[src/rtl/id_inst_buffer_if.sv]
// Fetch-to-decode handshake bundle: push side (in_*), pop side (out_*),
// flush and occupancy status. master = fetch/decode side, slave = buffer.
interface id_inst_buffer_if #(
  parameter int XLEN  = 32,
  parameter int DEPTH = 4
);
  localparam int CW = $clog2(DEPTH + 1);

  logic            in_valid;
  logic            in_ready;
  logic [XLEN-1:0] in_pc;
  logic [31:0]     in_inst;
  logic            in_br_taken;
  logic            out_valid;
  logic            out_ready;
  logic [XLEN-1:0] out_pc;
  logic [31:0]     out_inst;
  logic            out_br_taken;
  logic            flush;
  logic [CW-1:0]   count;
  logic            almost_full;

  modport master (
    output in_valid, in_pc, in_inst, in_br_taken,
    output out_ready, flush,
    input  in_ready, out_valid, out_pc, out_inst,
    input  out_br_taken, count, almost_full
  );

  modport slave (
    input  in_valid, in_pc, in_inst, in_br_taken,
    input  out_ready, flush,
    output in_ready, out_valid, out_pc, out_inst,
    output out_br_taken, count, almost_full
  );
endinterface

[src/rtl/id_inst_buffer.sv]
// DEPTH-entry {pc, inst, br_taken} FIFO between fetch and decode.
// Ports: clk, rst_n (async, active-low), bus (id_inst_buffer_if.slave).
module id_inst_buffer #(
  parameter int          XLEN     = 32,
  parameter int          DEPTH    = 4,
  parameter logic [31:0] NOP_INST = 32'h0000_0013
) (
  input  logic                clk,
  input  logic                rst_n,
  id_inst_buffer_if.slave     bus
);
  localparam int AW = $clog2(DEPTH);
  localparam int CW = $clog2(DEPTH + 1);

  typedef struct packed {
    logic [XLEN-1:0] pc;
    logic [31:0]     inst;
    logic            br_taken;
  } entry_t;

  entry_t        mem [DEPTH];
  logic [AW-1:0] wr_ptr;
  logic [AW-1:0] rd_ptr;
  logic [CW-1:0] cnt;
  logic          push;
  logic          pop;
  entry_t        head;

  assign bus.in_ready    = (cnt != CW'(DEPTH));
  assign bus.out_valid   = (cnt != '0);
  assign bus.count       = cnt;
  assign bus.almost_full = (cnt >= CW'(DEPTH - 1));

  assign push = bus.in_valid && bus.in_ready;
  assign pop  = bus.out_valid && bus.out_ready;

  assign head = mem[rd_ptr];

  // Empty buffer presents a NOP bubble rather than stale storage.
  always_comb begin
    bus.out_pc       = '0;
    bus.out_inst     = NOP_INST;
    bus.out_br_taken = 1'b0;
    if (bus.out_valid) begin
      bus.out_pc       = head.pc;
      bus.out_inst     = head.inst;
      bus.out_br_taken = head.br_taken;
    end
  end

  // Storage is intentionally not reset; pointers/count define validity.
  always_ff @(posedge clk) begin
    if (push && !bus.flush) begin
      mem[wr_ptr] <= '{pc: bus.in_pc,
                       inst: bus.in_inst,
                       br_taken: bus.in_br_taken};
    end
  end

  always_ff @(posedge clk or negedge rst_n) begin
    if (!rst_n) begin
      wr_ptr <= '0;
      rd_ptr <= '0;
      cnt    <= '0;
    end else if (bus.flush) begin
      wr_ptr <= '0;
      rd_ptr <= '0;
      cnt    <= '0;
    end else begin
      if (push) wr_ptr <= wr_ptr + 1'b1;
      if (pop)  rd_ptr <= rd_ptr + 1'b1;
      unique case (1'b1)
        push && !pop: cnt <= cnt + 1'b1;
        pop && !push: cnt <= cnt - 1'b1;
        default:      cnt <= cnt;
      endcase
    end
  end
endmodule

[src/flat_wrapper.sv]
// flat-port wrapper written by rule: the top's interface ports become plain ports
module id_inst_buffer_flat 
#(
  parameter int          XLEN     = 32,
  parameter int          DEPTH    = 4,
  parameter logic [31:0] NOP_INST = 32'h0000_0013
)
  (clk, rst_n, bus_in_valid, bus_in_pc, bus_in_inst, bus_in_br_taken, bus_out_ready, bus_flush, bus_in_ready, bus_out_valid, bus_out_pc, bus_out_inst, bus_out_br_taken, bus_count, bus_almost_full);
  id_inst_buffer_if #(.XLEN(XLEN), .DEPTH(DEPTH)) bus_i ();
  input  logic clk;
  input  logic rst_n;
  input wire logic [$bits(bus_i.in_valid)-1:0] bus_in_valid;
  input wire logic [$bits(bus_i.in_pc)-1:0] bus_in_pc;
  input wire logic [$bits(bus_i.in_inst)-1:0] bus_in_inst;
  input wire logic [$bits(bus_i.in_br_taken)-1:0] bus_in_br_taken;
  input wire logic [$bits(bus_i.out_ready)-1:0] bus_out_ready;
  input wire logic [$bits(bus_i.flush)-1:0] bus_flush;
  output wire logic [$bits(bus_i.in_ready)-1:0] bus_in_ready;
  output wire logic [$bits(bus_i.out_valid)-1:0] bus_out_valid;
  output wire logic [$bits(bus_i.out_pc)-1:0] bus_out_pc;
  output wire logic [$bits(bus_i.out_inst)-1:0] bus_out_inst;
  output wire logic [$bits(bus_i.out_br_taken)-1:0] bus_out_br_taken;
  output wire logic [$bits(bus_i.count)-1:0] bus_count;
  output wire logic [$bits(bus_i.almost_full)-1:0] bus_almost_full;
  assign bus_i.in_valid = bus_in_valid;
  assign bus_i.in_pc = bus_in_pc;
  assign bus_i.in_inst = bus_in_inst;
  assign bus_i.in_br_taken = bus_in_br_taken;
  assign bus_i.out_ready = bus_out_ready;
  assign bus_i.flush = bus_flush;
  assign bus_in_ready = bus_i.in_ready;
  assign bus_out_valid = bus_i.out_valid;
  assign bus_out_pc = bus_i.out_pc;
  assign bus_out_inst = bus_i.out_inst;
  assign bus_out_br_taken = bus_i.out_br_taken;
  assign bus_count = bus_i.count;
  assign bus_almost_full = bus_i.almost_full;
  id_inst_buffer #(.XLEN(XLEN), .DEPTH(DEPTH), .NOP_INST(NOP_INST)) u_core (.clk(clk), .rst_n(rst_n), .bus(bus_i));
endmodule
[config.mk]
export PLATFORM = sky130hd
export DESIGN_NAME = id_inst_buffer_flat
export DESIGN_NICKNAME = d
export VERILOG_FILES = /design/src/rtl/id_inst_buffer_if.sv /design/src/rtl/id_inst_buffer.sv /design/src/flat_wrapper.sv
export SDC_FILE = /design/constraint.sdc
export NUM_CORES = 1
export LEC_CHECK = 0
export BUFFER_PORTS_ARGS = -buffer_cell sky130_fd_sc_hd__buf_4
export CORE_ASPECT_RATIO = 0.8
export CORE_MARGIN = 2
export CORE_UTILIZATION = 57
export CTS_CLUSTER_SIZE = 28
export DETAILED_ROUTE_END_ITERATION = 16
export HOLD_SLACK_MARGIN = 0.15
export PLACE_DENSITY = 0.76
export REMOVE_ABC_BUFFERS = 1
export SLEW_MARGIN = 20
export SYNTH_ARGS = -nofsm -noshare
export SYNTH_HDL_FRONTEND = slang
export SYNTH_SLANG_ARGS = --single-unit
[constraint.sdc]
create_clock -name clk -period 3.34 [get_ports clk]
set_input_delay 1.002 -clock clk [delete_from_list [all_inputs] [get_ports clk]]
set_output_delay 1.002 -clock clk [all_outputs]
set_load 0.005 [all_outputs]
## Yosys cells after proc, flatten, opt, wreduce, memory -nomap -nowiden

Memories as Yosys holds them, arrays and structs flattened.
Cells that the tools add are included.

| word-level totals | value |
|---|---|
| bits in registers | 7 |
| bits in writable memories | 260 |
| logic and storage cells | 33 |
| memories | 1 |

Memory list:

| name | words | bits a word | rd ports | clocked after Yosys merged registers in | write ports | RTL line | RTL |
|---|---|---|---|---|---|---|---|
| u_core.mem | 4 | 65 | 1 | 0 | 1 | id_inst_buffer.sv:21 | `entry_t mem [DEPTH];` |

| cells by class | value |
|---|---|
| add/subtract/negate cells | 4 |
| $lt $le $gt $ge | 1 |
| equality and inequality tests | 1 |
| multiplexer cells | 11 |
| reduce and logical (&&, ||, !) cells | 12 |

Operators with widths:

| kind | count |
|---|---|
| 2-to-1 mux 32 bit | 2 |
| 2-to-1 mux 2 bit | 4 |
| case mux 3 bit (2 select lines) | 1 |
| nonzero test 3 bit | 2 |
| logical AND 1 bit | 5 |
| adder 2 x 1 -> 2 bit, second input constant | 2 |
| nonzero test 2 bit | 2 |
| adder 3 x 1 -> 3 bit, second input constant | 1 |
| greater-or-equal comparator 3 x 2 -> 1 bit, second input constant | 1 |
| logical NOT 1 bit | 3 |
| 2-to-1 mux 1 bit | 3 |
| 2-to-1 mux 3 bit | 1 |
| inequality test 3 bit, second input constant | 1 |
| subtractor 3 x 1 -> 3 bit, second input constant | 1 |

## Logic depth before layout (Yosys ltp)

Gate-level depths: netlist of run 1.

| logic depth | value |
|---|---|
| word-level depth | 6 |
| gate-level depth with buffers | 8 |
| mapped depth without buffers | 7 |

## Least setup slack after synthesis of run 1

No wires, ideal clock.

| timing | value |
|---|---|
| path kind | input to register |
| start | in bus_in_valid |
| end | mem u_core.mem[2][0] (netlist name), enable pin |
| arrival time | 2.896 ns |
| setup slack | 0.014 ns |
| cell stages on the path | 3 |
| buffers on the path | 1 |
| cells stage by stage | buf_2 > and3b_1 > and2_1 |

| between the ends | value |
|---|---|
| word-level cells in the longest chain between the ends | 4 |

Ends and longest elaborated chain:

| what | RTL line | RTL |
|---|---|---|
| from (decl) | flat_wrapper.sv:12 | `input wire logic [$bits(bus_i.in_valid)-1:0] bus_in_valid;` |
| logical AND 1 bit | id_inst_buffer.sv:34 | `assign push = bus.in_valid && bus.in_ready;` |
| logical AND 1 bit | id_inst_buffer.sv:53 | `if (push && !bus.flush) begin` |
| 2-to-1 mux 1 bit | id_inst_buffer.sv:53 |  |
| 2-to-1 mux 1 bit (implied by the code) | id_inst_buffer.sv:54 | `mem[wr_ptr] <= '{pc: bus.in_pc,` |
| to (decl) | id_inst_buffer.sv:21 |  |

Every way passes these cells.

## Worst setup path in the final report of run 1

| timing | value |
|---|---|
| start | reg u_core.rd_ptr[1] |
| end | out bus_out_inst[1] |

| between the ends | value |
|---|---|
| word-level cells in the longest chain between the ends | 2 |

Ends and longest elaborated chain:

| what | RTL line | RTL |
|---|---|---|
| from (decl) | id_inst_buffer.sv:23 | `logic [AW-1:0] rd_ptr;` |
| from (signal assigned) | id_inst_buffer.sv:71 | `if (pop) rd_ptr <= rd_ptr + 1'b1;` |
| memory (4 x 65 bit) | - |  |
| 2-to-1 mux 32 bit | id_inst_buffer.sv:44 | `if (bus.out_valid) begin` |
| to (decl) | flat_wrapper.sv:21 | `output wire logic [$bits(bus_i.out_inst)-1:0] bus_out_inst;` |

Every way passes these cells.

==> results of run 1 <==
[kinds of logic (layout without fill, tap and decap cells)]
family	count (synthesis)	after routing	synth area share, %
AO/OA/AOI/OAI	14	14	0.865
XOR/XNOR	4	4	0.337
adder cells (fa/ha/maj)	5	5	0.673
buffers and inverters	31	203	2.02
flip-flops	267	267	76.7
multiplexers	65	65	14.1
AND/OR/NAND/NOR	93	93	5.38
[power breakdown]
part           switching [W]  internal, W
Clock                0.00113      0.00154
Sequential         0.0000598      0.00382
Combinational       0.000594     0.000748
Total                0.00178      0.00611
[flip-flops by register name (all words and copies together), names as in the netlist]
| signal | cells |
|---|---|
| u_core.bus.count | 3 |
| u_core.wr_ptr | 2 |
| u_core.rd_ptr | 2 |
| u_core.mem | 260 |
[cell type report]
class / instances / area, um^2 / area share [%]
clock buffer: 34 / 702 / 5.60
multi-input combinational: 181 / 2230 / 17.8
tap: 230 / 288 / 2.29
sequential: 267 / 7990 / 63.7
timing repair buffer: 154 / 1240 / 9.92
clock inverter: 10 / 67.6 / 0.539
inverter: 5 / 18.8 / 0.150
[Yosys cell counts (2+ instances only)]
master / n / area share [%]
a21o_1: 2 / 0.14
a21oi_1: 5 / 0.24
a31oi_1: 2 / 0.12
and2_1: 66 / 4.0
buf_12: 4 / 0.77
buf_2: 11 / 0.53
buf_4: 2 / 0.14
clkbuf_1: 8 / 0.29
dfrtp_1: 7 / 1.7
edfxtp_1: 260 / 75
ha_1: 4 / 0.48
inv_1: 5 / 0.18
mux4_2: 65 / 14
nand2_1: 5 / 0.18
nand2b_1: 2 / 0.12
nand3_1: 4 / 0.19
nor2_1: 7 / 0.25
o21ai_0: 2 / 0.096
or2_1: 3 / 0.18
xor2_1: 3 / 0.25
[worst min path at each step]
stage	start	to	depth (start not counted)
2_1_floorplan	u_core.wr_ptr[1]	u_core.wr_ptr[1]	2
3_3_place_gp	u_core.wr_ptr[1]	u_core.wr_ptr[1]	2
3_5_place_dp	u_core.wr_ptr[1]	u_core.wr_ptr[1]	2
4_1_cts	rst_n	u_core.bus.count[0]	1
5_1_grt	rst_n	u_core.bus.count[1]	1
6_report	rst_n	u_core.bus.count[1]	1
[metrics by stage]
stage	instances	setup TNS, ns
floorplan	453	-72.63
global placement	837	0
detailed placement	837	0
CTS	881	0
global route	881	0
finish	881	0
[worst reg2reg max path, stage by stage, from the launching register on]
cell and delay, ns:
dfrtp_1 0.51, nor3_2 0.26, buf_4 0.18, nor2_1 0.06, fa_1 0.43, or4b_1 0.55, a21o_1 0.21, a31oi_1 0.19
[per-layer routing]
| layer | up-vias | global-route usage (%) | wire (um) |
|---|---|---|---|
| met5 | - | 0 | 0 |
| met2 | 186 | 32.3 | 9300 |
| met1 | 2656 | 29.8 | 8380 |
| met3 | 22 | 5.22 | 1420 |
| li1 | 2238 | - | - |
| met4 | 0 | 4.58 | 291 |
==> impl_metrics.csv, run 1 <==
group,metric,value,unit
clock_network,cts_tree,"yes",
critical_path,slowest_stage,"dfrtp_4",
die,die_height,125,um
critical_path,cp-end-kind,"output pin",
timing,max_freq,314,MHz
timing,worst_pin_slew,0.581,ns
clock_network,hold_buffers,0,
routing,wire_per_inst,22.0,um
routing,drtIter0Drc,468,
critical_path,rr_worst_depth,7,
timing,hold_viol,0,
logic_synthesis,avgSynthCellArea,21.7,um^2
routing,drc,0,
critical_path,critical_path.top_delay_family,"flip-flops",
placement,hpwl,11700,um
run_status,status,"finished, final reports clean",
cells_and_area,fin_util,69.7,%
critical_path,max_stage_delay,0.68,ns
logic_synthesis,ys.flop_type,"edfxtp_1",
timing,period_share,95.3,%
critical_path,path_max_fanout,30,
critical_path,r2r-start,"u_core.bus.count[0]",
timing,finalSetupViolCount,0,
die,core_region_area,18000,um^2
critical_path,ff2ff_setup_slack,0.86,ns
timing,rsz0062_at_grt,"false",
critical_path,endpoint,"bus_out_inst[1]",
timing,drv_slew,0,
critical_path,cp.buffers_inverters,2,
placement,dpl_cell_area,11800,um^2
routing,first_pass_iters,5,
clock_network,clock_sink_count,267,
power_and_ir_drop,p_leak,4.30,nW
min_path,hold_class,"input port to asynchronous set/reset pin",
placement,port_buffers,140,
timing,clock_skew,0.0167,ns
grt,grt_first_pass_wirelength,30200,um
timing,slew_headroom,61.2,%
logic_synthesis,synth-seq-area-share,76.7,%
clock_network,clk_latency,0.52,ns
cells_and_area,fillers,1116,
critical_path,crit_arrival,2.18,ns
clock_network,clkTransAtPathRegs,0.06,ns
routing,vias_per_cell,5.79,
grt,overflow,0,
critical_path,critical_path_class,"flop to output pin",
power_and_ir_drop,finalPower,0.00789,W
logic_synthesis,synth_edf_count,260,
cells_and_area,fin_area,12500,um^2
clock_network,cts.htree.levels,1,
clock_network,cts_buffers,26,
placement,routabilityCongestion,0.722,
clock_network,ctsResizeCount,0,
die,rows,44,
logic_synthesis,synth_cells,479,
critical_path,startpoint,"u_core.rd_ptr[1]",
cells_and_area,antennaDiodeCount,0,
routing,ant_nets,0,
routing,wl,19400,um
timing,setup_slack,0.156,ns
logic_synthesis,async_flop_share,2.62,%
die,num_io_pins,141,
routing,vias,5102,
placement,place_ws,0.444,ns
critical_path,r2r-end,"u_core.bus.count[2]",
clock_network,cts_buffer_depth,3,
grt,grt_pass1_vias,5361,
cells_and_area,final_cell_mix,"edfxtp_1, buf_4, mux4_2",
clock_network,root_buffer,"clkbuf_16",
power_and_ir_drop,ir_worst_vdd,0.380,mV
critical_path,worstPathCellList,"buf_12 > mux4_2 > or2_1 > buf_4",
cells_and_area,finalNetCount,710,
grt,grt_start_max_net_pins,66,
critical_path,start_kind,"flop",
timing,whs,0.285,ns
die,die_width,155,um
logic_synthesis,ys_warn_count,0,
logic_synthesis,ys_types,32,
critical_path,cp_num_cells,4,
clock_network,post_cts_buffers,0,
logic_synthesis,syn_area,10400,um^2
timing,period_needed,3.18,ns
power_and_ir_drop,powerDensity,629,nW/um^2
cells_and_area,drive_above_1_share,39.8,%
critical_path,worstPathRequired,2.34,ns
logic_synthesis,ys_seq_elements,267,
cells_and_area,layout_commonest_cell,"edfxtp_1",
run,maxCapViolations,0,
die,dieArea,19400,um^2
die,initial_core_util,57.8,%
grt,antenna_found_initial,0,
cells_and_area,area_growth_syn_to_layout,20.4,%
grt,grt_use_total,20.6,%
(Power assumes the default switching activity.)
==> run 2: changes to the inputs <==
--- a/config.mk
+++ b/config.mk
@@ -8,11 +8,11 @@
 export BUFFER_PORTS_ARGS = -buffer_cell sky130_fd_sc_hd__buf_4
 export CORE_ASPECT_RATIO = 0.8
 export CORE_MARGIN = 2
-export CORE_UTILIZATION = 57
+export CORE_UTILIZATION = 40
 export CTS_CLUSTER_SIZE = 28
 export DETAILED_ROUTE_END_ITERATION = 16
 export HOLD_SLACK_MARGIN = 0.15
-export PLACE_DENSITY = 0.76
+export PLACE_DENSITY = 0.56
 export REMOVE_ABC_BUFFERS = 1
 export SLEW_MARGIN = 20
 export SYNTH_ARGS = -nofsm -noshare
==> impl_metrics.csv, run 2 (synthesis gave the netlist of run 1 again) <==
group,metric,value,unit
power_and_ir_drop,p_leak,4.38,nW
clock_network,clock_sink_count,267,
critical_path,rr_worst_depth,7,
clock_network,clk_latency,0.53,ns
critical_path,cp-end-kind,"output pin",
die,initial_core_util,40.9,%
timing,worst_pin_slew,0.456,ns
placement,dp.cells,962,
die,dieArea,27300,um^2
clock_network,cts_tree,"yes",
timing,setup_slack,0.142,ns
cells_and_area,layout_commonest_cell,"edfxtp_1",
power_and_ir_drop,powerDensity,642,nW/um^2
critical_path,worstPathRequired,2.34,ns
critical_path,r2r-end,"u_core.bus.count[2]",
timing,whs,0.282,ns
routing,vias_per_cell,5.07,
routing,ant_nets,0,
cells_and_area,largest_reg_flops,260,
critical_path,ff2ff_setup_slack,0.85,ns
cells_and_area,fin_area,12800,um^2
timing,finalSetupViolCount,0,
cells_and_area,final_cell_mix,"edfxtp_1, buf_4, mux4_2",
routing,drtIter0Drc,267,
cells_and_area,antennaDiodeCount,0,
clock_network,hold_buffers,0,
timing,slew_headroom,69.6,%
timing,rsz0062_at_grt,"false",
power_and_ir_drop,ir_worst_vdd,0.367,mV
die,core_region_area,25400,um^2
critical_path,cp.buffers_inverters,2,
clock_network,cts_buffers,28,
critical_path,worstPathCellList,"buf_12 > mux4_2 > and2_1 > buf_4",
routing,wire_per_inst,20.9,um
grt,grt_start_max_net_pins,56,
routing,vias,5119,
routing,wl,21100,um
routing,drc,0,
critical_path,r2r-start,"u_core.bus.count[1]",
grt,antenna_found_initial,0,
timing,clock_skew,0.0168,ns
die,die_height,148,um
die,die_width,184,um
critical_path,crit_arrival,2.20,ns
timing,timing.setup.tns,0,ns
cells_and_area,finalNetCount,717,
cells_and_area,finalNonFillerCells,1010,
critical_path,max_stage_delay,0.65,ns
timing,period_share,95.7,%
critical_path,slowest_stage,"dfrtp_4",
grt,grt_pass1_vias,5568,
cells_and_area,multiInputGateArea,2240,um^2
critical_path,critical_path_class,"flop to output pin",
cells_and_area,top_register,"u_core.mem",
placement,hpwl,12800,um
cells_and_area,ff_latch_area,7990,um^2
timing,hold_viol,0,
die,rows,52,
clock_network,cts_buffer_depth,3,
clock_network,clkTransAtPathRegs,0.06,ns
routing,first_pass_iters,6,
cells_and_area,area_growth_syn_to_layout,23.3,%
placement,dpl_cell_area,11900,um^2
placement,routabilityCongestion,0.725,
timing,period_needed,3.20,ns
die,num_io_pins,141,
run_status,status,"finished, final reports clean",
cells_and_area,fillers,2084,
timing,drv_slew,0,
min_path,hold_class,"input port to asynchronous set/reset pin",
placement,place_ws,0.440,ns
run,maxCapViolations,0,
clock_network,cts.htree.levels,1,
critical_path,critical_path.top_delay_family,"flip-flops",
timing,max_freq,313,MHz
placement,port_buffers,140,
grt,grt_use_total,15.7,%
grt,overflow,0,
critical_path,path_max_fanout,34,
cells_and_area,drive_above_1_share,41.1,%
grt,grt_first_pass_wirelength,32400,um
clock_network,root_buffer,"clkbuf_16",
critical_path,start_kind,"flop",
[run 2: where the power goes]
part | internal [W] | switching (W)
combinational | 0.000759 | 0.000616
clock | 0.00179 | 0.00119
sequential | 0.00382 | 0.0000616
total | 0.00637 | 0.00187
[run 2: per-stage QoR]
step / total power (W) / util (%)
2_1_floorplan: 0.00464 / -
3_3_place_gp: 0.00531 / 46.9
3_5_place_dp: 0.00534 / 46.9
4_1_cts: 0.00835 / 50.4
5_1_grt: 0.00859 / 50.5
6_report: 0.00824 / 50.5
[run 2: metal layers]
layer	vias to the layer above	share of wire, %	global-route usage, %
met2	176	48	25.6
li1	2260	-	-
met4	0	2.1	4.04
met3	35	6.6	3.53
met1	2648	44	21.6
met5	-	0	0
[run 2: how the worst max path moves through the flow]
stage	start	to	depth (start not counted)	slack [ns]
2_1_floorplan	u_core.rd_ptr[0]	bus_out_inst[0]	2	-1.17
3_3_place_gp	u_core.bus.count[0]	bus_out_inst[21]	5	0.59
3_5_place_dp	bus_in_valid	u_core.bus.count[2]	8	0.44
4_1_cts	u_core.rd_ptr[0]	bus_out_inst[1]	4	0.04
5_1_grt	u_core.rd_ptr[1]	bus_out_inst[15]	4	0.05
6_report	u_core.rd_ptr[1]	bus_out_pc[4]	4	0.14
[run 2: cell type report]
type / instances / area share [%]
flip-flops and latches: 267 / 62.2
multi-input cells: 181 / 17.4
repair buffers: 159 / 9.91
clock buffers: 33 / 5.77
well taps: 351 / 3.42
clock inverters: 14 / 1.10
inverters: 5 / 0.166
[run 2: repair_timing]
action                     in CTS  in global routing
pin swaps                       0                  1
buffers inserted                0                  1
gates resized for setup         2                  1
setup endpoints to repair      38                 26
